==> src/rtl/cruise_pkg.sv <==
// cruise_pkg: shared state encoding and default speed limits for the cruise controller
package cruise_pkg;
    typedef enum logic [1:0] {
        IDLE    = 2'd0,
        ARMED   = 2'd1,
        ACTIVE  = 2'd2,
        SUSPEND = 2'd3
    } state_e;
    localparam int MIN_SPEED_DEF  = 30;
    localparam int MAX_SPEED_DEF  = 200;
    localparam int STEP_DEF       = 2;
    localparam int CMP_PERIOD_DEF = 4;
endpackage

==> src/rtl/sample_timer.sv <==
// sample_timer: counts 0..PERIOD-1 while run is high and flags the last count as a sample point
module sample_timer #(
    parameter int PERIOD = 4
) (
    input  logic clk,
    input  logic rst,
    input  logic clear,
    input  logic run,
    output logic tick
);
    logic [7:0] cnt_q, cnt_d;
    always_comb begin
        tick  = run && cnt_q == 8'(PERIOD - 1);
        cnt_d = (clear || !run || tick) ? 8'd0 : cnt_q + 8'd1;
    end
    always_ff @(posedge clk) begin
        if (rst) cnt_q <= 8'd0;
        else     cnt_q <= cnt_d;
    end
endmodule

==> src/rtl/cruise_speed_controller.sv <==
// cruise_speed_controller: cruise FSM holding a target speed and pulsing throttle from an external comparator
module cruise_speed_controller
    import cruise_pkg::*;
#(
    parameter int MIN_SPEED  = MIN_SPEED_DEF,
    parameter int MAX_SPEED  = MAX_SPEED_DEF,
    parameter int STEP       = STEP_DEF,
    parameter int CMP_PERIOD = CMP_PERIOD_DEF
) (
    input  logic       clk,
    input  logic       rst,
    input  logic       cruise_on,
    input  logic       set_btn,
    input  logic       resume_btn,
    input  logic       inc_btn,
    input  logic       dec_btn,
    input  logic       brake,
    input  logic [7:0] speed,
    output logic [7:0] target,
    output logic       cmp_en,
    input  logic       cmp_g,
    input  logic       cmp_eq,
    input  logic       cmp_l,
    output logic       throttle_up,
    output logic       throttle_down,
    output logic [1:0] state,
    output logic       fault
);
    state_e     state_q, state_d;
    logic [7:0] target_q, target_d, tgt_step;
    logic [8:0] inc_sum;
    logic       up_q, up_d, down_q, down_d, fault_q, fault_d;
    logic       tick, clear, set_ok, act, bad;

    sample_timer #(.PERIOD(CMP_PERIOD)) u_timer (
        .clk   (clk),
        .rst   (rst),
        .clear (clear),
        .run   (state_q == ACTIVE),
        .tick  (tick)
    );

    always_comb begin
        inc_sum  = {1'b0, target_q} + 9'(STEP);
        set_ok   = set_btn && speed >= 8'(MIN_SPEED) && speed <= 8'(MAX_SPEED);
        tgt_step = inc_btn ? (inc_sum > 9'(MAX_SPEED) ? 8'(MAX_SPEED) : inc_sum[7:0])
                           : (target_q >= 8'(MIN_SPEED + STEP) ? target_q - 8'(STEP) : 8'(MIN_SPEED));
        state_d  = state_q;
        target_d = target_q;
        act      = 1'b1;
        bad      = 1'b0;
        up_d     = 1'b0;
        down_d   = 1'b0;
        if (brake && state_q == ACTIVE) state_d = SUSPEND;
        else if (!cruise_on) state_d = IDLE;
        else if (state_q == IDLE) state_d = ARMED;
        else if (set_ok) begin
            state_d  = ACTIVE;
            target_d = speed;
        end
        else if (resume_btn && state_q == SUSPEND) state_d = ACTIVE;
        else if (state_q == ACTIVE && (inc_btn ^ dec_btn) && tgt_step != target_q) target_d = tgt_step;
        else begin
            // only an undisturbed ACTIVE cycle at the sample point reads the comparator
            act    = 1'b0;
            bad    = tick && !$onehot({cmp_g, cmp_eq, cmp_l});
            up_d   = tick && !bad && cmp_l;
            down_d = tick && !bad && cmp_g;
            if (bad) state_d = SUSPEND;
        end
        clear   = act || bad || state_q != ACTIVE;
        fault_d = state_d != IDLE && (fault_q || bad);
    end

    always_ff @(posedge clk) begin
        if (rst) begin
            state_q  <= IDLE;
            target_q <= 8'd0;
            up_q     <= 1'b0;
            down_q   <= 1'b0;
            fault_q  <= 1'b0;
        end else begin
            state_q  <= state_d;
            target_q <= target_d;
            up_q     <= up_d;
            down_q   <= down_d;
            fault_q  <= fault_d;
        end
    end

    assign target        = target_q;
    assign cmp_en        = state_q == ACTIVE;
    assign throttle_up   = up_q;
    assign throttle_down = down_q;
    assign state         = state_q;
    assign fault         = fault_q;
endmodule

==> config.mk <==
export PLATFORM = sky130hd
export DESIGN_NAME = cruise_speed_controller
export DESIGN_NICKNAME = d
export VERILOG_FILES = /design/src/rtl/cruise_pkg.sv /design/src/rtl/sample_timer.sv /design/src/rtl/cruise_speed_controller.sv
export SDC_FILE = /design/constraint.sdc
export NUM_CORES = 1
export LEC_CHECK = 0
export BUFFER_PORTS_ARGS = -buffer_cell sky130_fd_sc_hd__buf_4
export CAP_MARGIN = 20
export CORE_MARGIN = 2
export CORE_UTILIZATION = 35
export DETAILED_ROUTE_END_ITERATION = 10
export PLACE_DENSITY_LB_ADDON = 0.15
export SLEW_MARGIN = 10
export SYNTH_ARGS = -nofsm -noshare
export SYNTH_HDL_FRONTEND = slang
export SYNTH_HIERARCHICAL = 1
export SYNTH_SLANG_ARGS = --single-unit
==> constraint.sdc <==
create_clock -name clk -period 5.92 [get_ports clk]
set_clock_uncertainty 0.2 [all_clocks]
set_input_delay 0.888 -clock clk [delete_from_list [all_inputs] [get_ports clk]]
set_output_delay 0.888 -clock clk [all_outputs]
set_load 0.05 [all_outputs]
==> impl_metrics.py <==
metrics = {
    "outcome": {
        "status": "finished clean",
    },
    "setup_path": {
        "path_class": "flip-flop to flip-flop",
        "startpoint_type": "flip-flop",
        "end_kind": "flip-flop",
        "arrival_ns": 4.28,
        "critPathMaxFanout": 19,
        "worst_ep_required_time_ns": 5.92,
    },
    "grt": {
        "grt-ovfl-total": 0,
        "grt_util_all_layers": 0.180,
        "antenna_found_initial": 0,
        "grt_max_degree": 27,
        "grt_pass1_vias": 1902,
        "grt_pass1_wl_um": 9140,
    },
    "drt": {
        "drc": 0,
        "drt-initial-drc-count": 178,
        "avgViaCountPerCell": 5.94,
        "wl_per_cell_um": 16.1,
        "dr_total_vias": 2090,
        "drt-total-wl_um": 5670,
        "first_pass_iters": 4,
        "antenna_left": 0,
    },
    "clocking": {
        "htree_num_levels": 1,
        "clk_latency_ns": 0.26,
        "cts_buffers": 3,
        "postCtsSetupRepairBufs": 0,
        "tritoncts": "done",
        "cts_hold_buf": 0,
        "clk_pin_slew_ns": 0.08,
        "cts_sinks": 21,
        "clockBufferDepth": 2,
        "clock-root-buffer": "clkbuf_8",
        "ctsResizeCount": 0,
    },
    "pwr": {
        "peakVddDrop_mv": 0.112,
        "cellPowerDensity_nw_per_um2": 158,
        "power_mw": 0.356,
        "p_leak_nw": 0.846,
    },
    "cells_and_area": {
        "final_common_cell": "buf_4",
        "nNetsFinal": 305,
        "fill_cells": 576,
        "syn2layout_area_growth_pct": 15.3,
        "mostFrequentLayoutCells": "buf_4 (32), nor2_1 (23), dfxtp_1 (21), o21ai_0 (18), a21oi_1 (18)",
        "diodes": 0,
        "final_area_um2": 2250,
        "layout-drive-gt1-share": 0.211,
        "fin_util": 0.414,
    },
    "logic_synthesis": {
        "synth_edf_count": 0,
        "synth_flop_cell": "dfxtp_1",
        "syn_inst": 262,
        "ys_types": 67,
        "ys_async_sr_fraction": 0,
        "synthesis.area_um2": 1950,
        "yosysSeqAreaShare": 0.215,
        "ys_warn_count": 6,
        "syn-num-nets": 286,
        "postSynthAreaPerCell_um2": 7.45,
        "ys_ff_latch": 21,
    },
    "sta": {
        "fin_setup_tns_ns": 0,
        "period_minus_slack_ns": 4.28,
        "period_share": 0.723,
        "final_hold_viol_count": 0,
        "relSlewSlack": 0.497,
        "setup_viol": 0,
        "grt_setup_unrepaired": "false",
        "slew_viol_final": 0,
        "max_clock_freq_mhz": 234,
        "whs_ns": 0.275,
        "tightest_slew_ns": 0.753,
    },
    "placed_design": {
        "hpwl_um": 4120,
        "place_congestion": 0.842,
        "post_dp_cell_area_um2": 2200,
        "port_buffers": 32,
    },
    "die": {
        "start_util": 0.359,
        "die_x_um": 78.7,
        "coreArea_um2": 5440,
        "io_pins": 33,
        "fp-row-count": 27,
        "die_h_um": 78.7,
        "die_area_um2": 6190,
    },
    "worst_hold_path": {
        "hp-class": "flip-flop to flip-flop",
    },
    "job": {
        "cap_viol_max_count": 0,
    },
}
-- Yosys cell counts (3+ instances only) --
| library cell | instances | area (um^2) |
|---|---|---|
| or2_2 | 3 | 18.8 |
| a311oi_1 | 4 | 35.0 |
| and4_1 | 3 | 26.3 |
| nor3_1 | 10 | 50.1 |
| inv_1 | 14 | 52.6 |
| and2_1 | 3 | 18.8 |
| ha_1 | 4 | 50.1 |
| o22ai_1 | 4 | 25.0 |
| dfxtp_1 | 21 | 420 |
| nand2b_1 | 3 | 18.8 |
| a21oi_2 | 3 | 26.3 |
| nor3b_1 | 3 | 22.5 |
| buf_2 | 5 | 25.0 |
| nor2_1 | 23 | 86.3 |
| nand4_1 | 3 | 18.8 |
| a32oi_1 | 4 | 35.0 |
| o21ai_0 | 18 | 90.1 |
| nand2_1 | 14 | 52.6 |
| and3_1 | 3 | 18.8 |
| o211ai_1 | 7 | 52.6 |
| clkbuf_1 | 12 | 45.0 |
| nor4_1 | 3 | 18.8 |
| nand3_1 | 14 | 70.1 |
| a21oi_1 | 18 | 90.1 |
| o31ai_1 | 3 | 22.5 |
| nor2b_1 | 5 | 31.3 |
| or3_1 | 6 | 37.5 |
| o32ai_1 | 3 | 26.3 |
-- kinds of logic (layout without fill, tap and decap cells) --
| kind of cell | count (synthesis) | count (layout) | synth area share |
|---|---|---|---|
| AND/OR/NAND/NOR | 108 | 108 | 0.313 |
| AO/OA/AOI/OAI | 89 | 89 | 0.333 |
| buffers and inverters | 32 | 50 | 0.0686 |
| flip-flops | 21 | 21 | 0.215 |
| adder cells (fa/ha/maj) | 5 | 5 | 0.0359 |
| XOR/XNOR | 4 | 4 | 0.0180 |
| multiplexers | 3 | 3 | 0.0160 |
-- power by group --
part           internal (mW)  switching, mW  total, mW
clock network         0.0474         0.0467     0.0942
logic                 0.0415         0.0636      0.105
registers              0.144         0.0129      0.157
total                  0.233          0.123      0.356
-- critical path, stage by stage, from the launching register on --
cell and delay (ns):
dfxtp_1 0.74, inv_1 0.21, ha_1 0.40, nor3b_1 0.28
o21ai_0 0.13, a21oi_1 0.35, o211a_1 0.22, o211ai_1 0.13
o31a_2 0.49, nor2_1 0.14, nand3_1 0.08, or3b_1 0.42
a41o_2 0.31, nor2_1 0.12
-- registers in the layout, indices dropped and copies added, names as in the netlist --
signal and cells:
state 2, target 8, throttle_down 1, throttle_up 1
u_timer/cnt_q 8, fault 1
-- cell type report --
cell class	count	area, um^2	share of cell area
Clock inverter	1	7.51	0.00334
Multi-Input combinational cell	209	1400	0.621
Inverter	14	52.6	0.0234
Tap cell	72	90.1	0.0400
Timing Repair Buffer	32	240	0.107
Clock buffer	3	41.3	0.0184
Sequential cell	21	420	0.187
-- worst paths after layout --
| path | from | to | slack (ns) | cells after the start |
|---|---|---|---|---|
| hold / removal | fault$_SDFF_PP0_ | fault$_SDFF_PP0_ | 0.28 | 1 |
| setup / recovery | target[2]$_SDFFE_PP0P_ | u_timer/cnt_q[2]$_SDFF_PP0_ | 1.64 | 13 |
| hold reg to reg | fault$_SDFF_PP0_ | fault$_SDFF_PP0_ | 0.28 | 1 |
| setup reg to reg | target[2]$_SDFFE_PP0P_ | u_timer/cnt_q[2]$_SDFF_PP0_ | 1.64 | 13 |
-- metrics by stage --
stage | worst slack (ns) | std cells
final | 1.64 | 352
after global routing | 1.45 | 352
after CTS | 1.73 | 352
after detailed placement | 1.77 | 348
after global placement | 1.71 | 348
after floorplan | 1.75 | 262
-- metal layers --
layer / up-vias / GRT usage / part of all wire
met5: - / 0 / 0
met4: 0 / 0.0474 / 0.014
met3: 8 / 0.0195 / 0.043
met2: 68 / 0.308 / 0.47
met1: 982 / 0.240 / 0.48
li1: 1032 / - / -
Note: power is estimated with default switching activity, not from simulation.
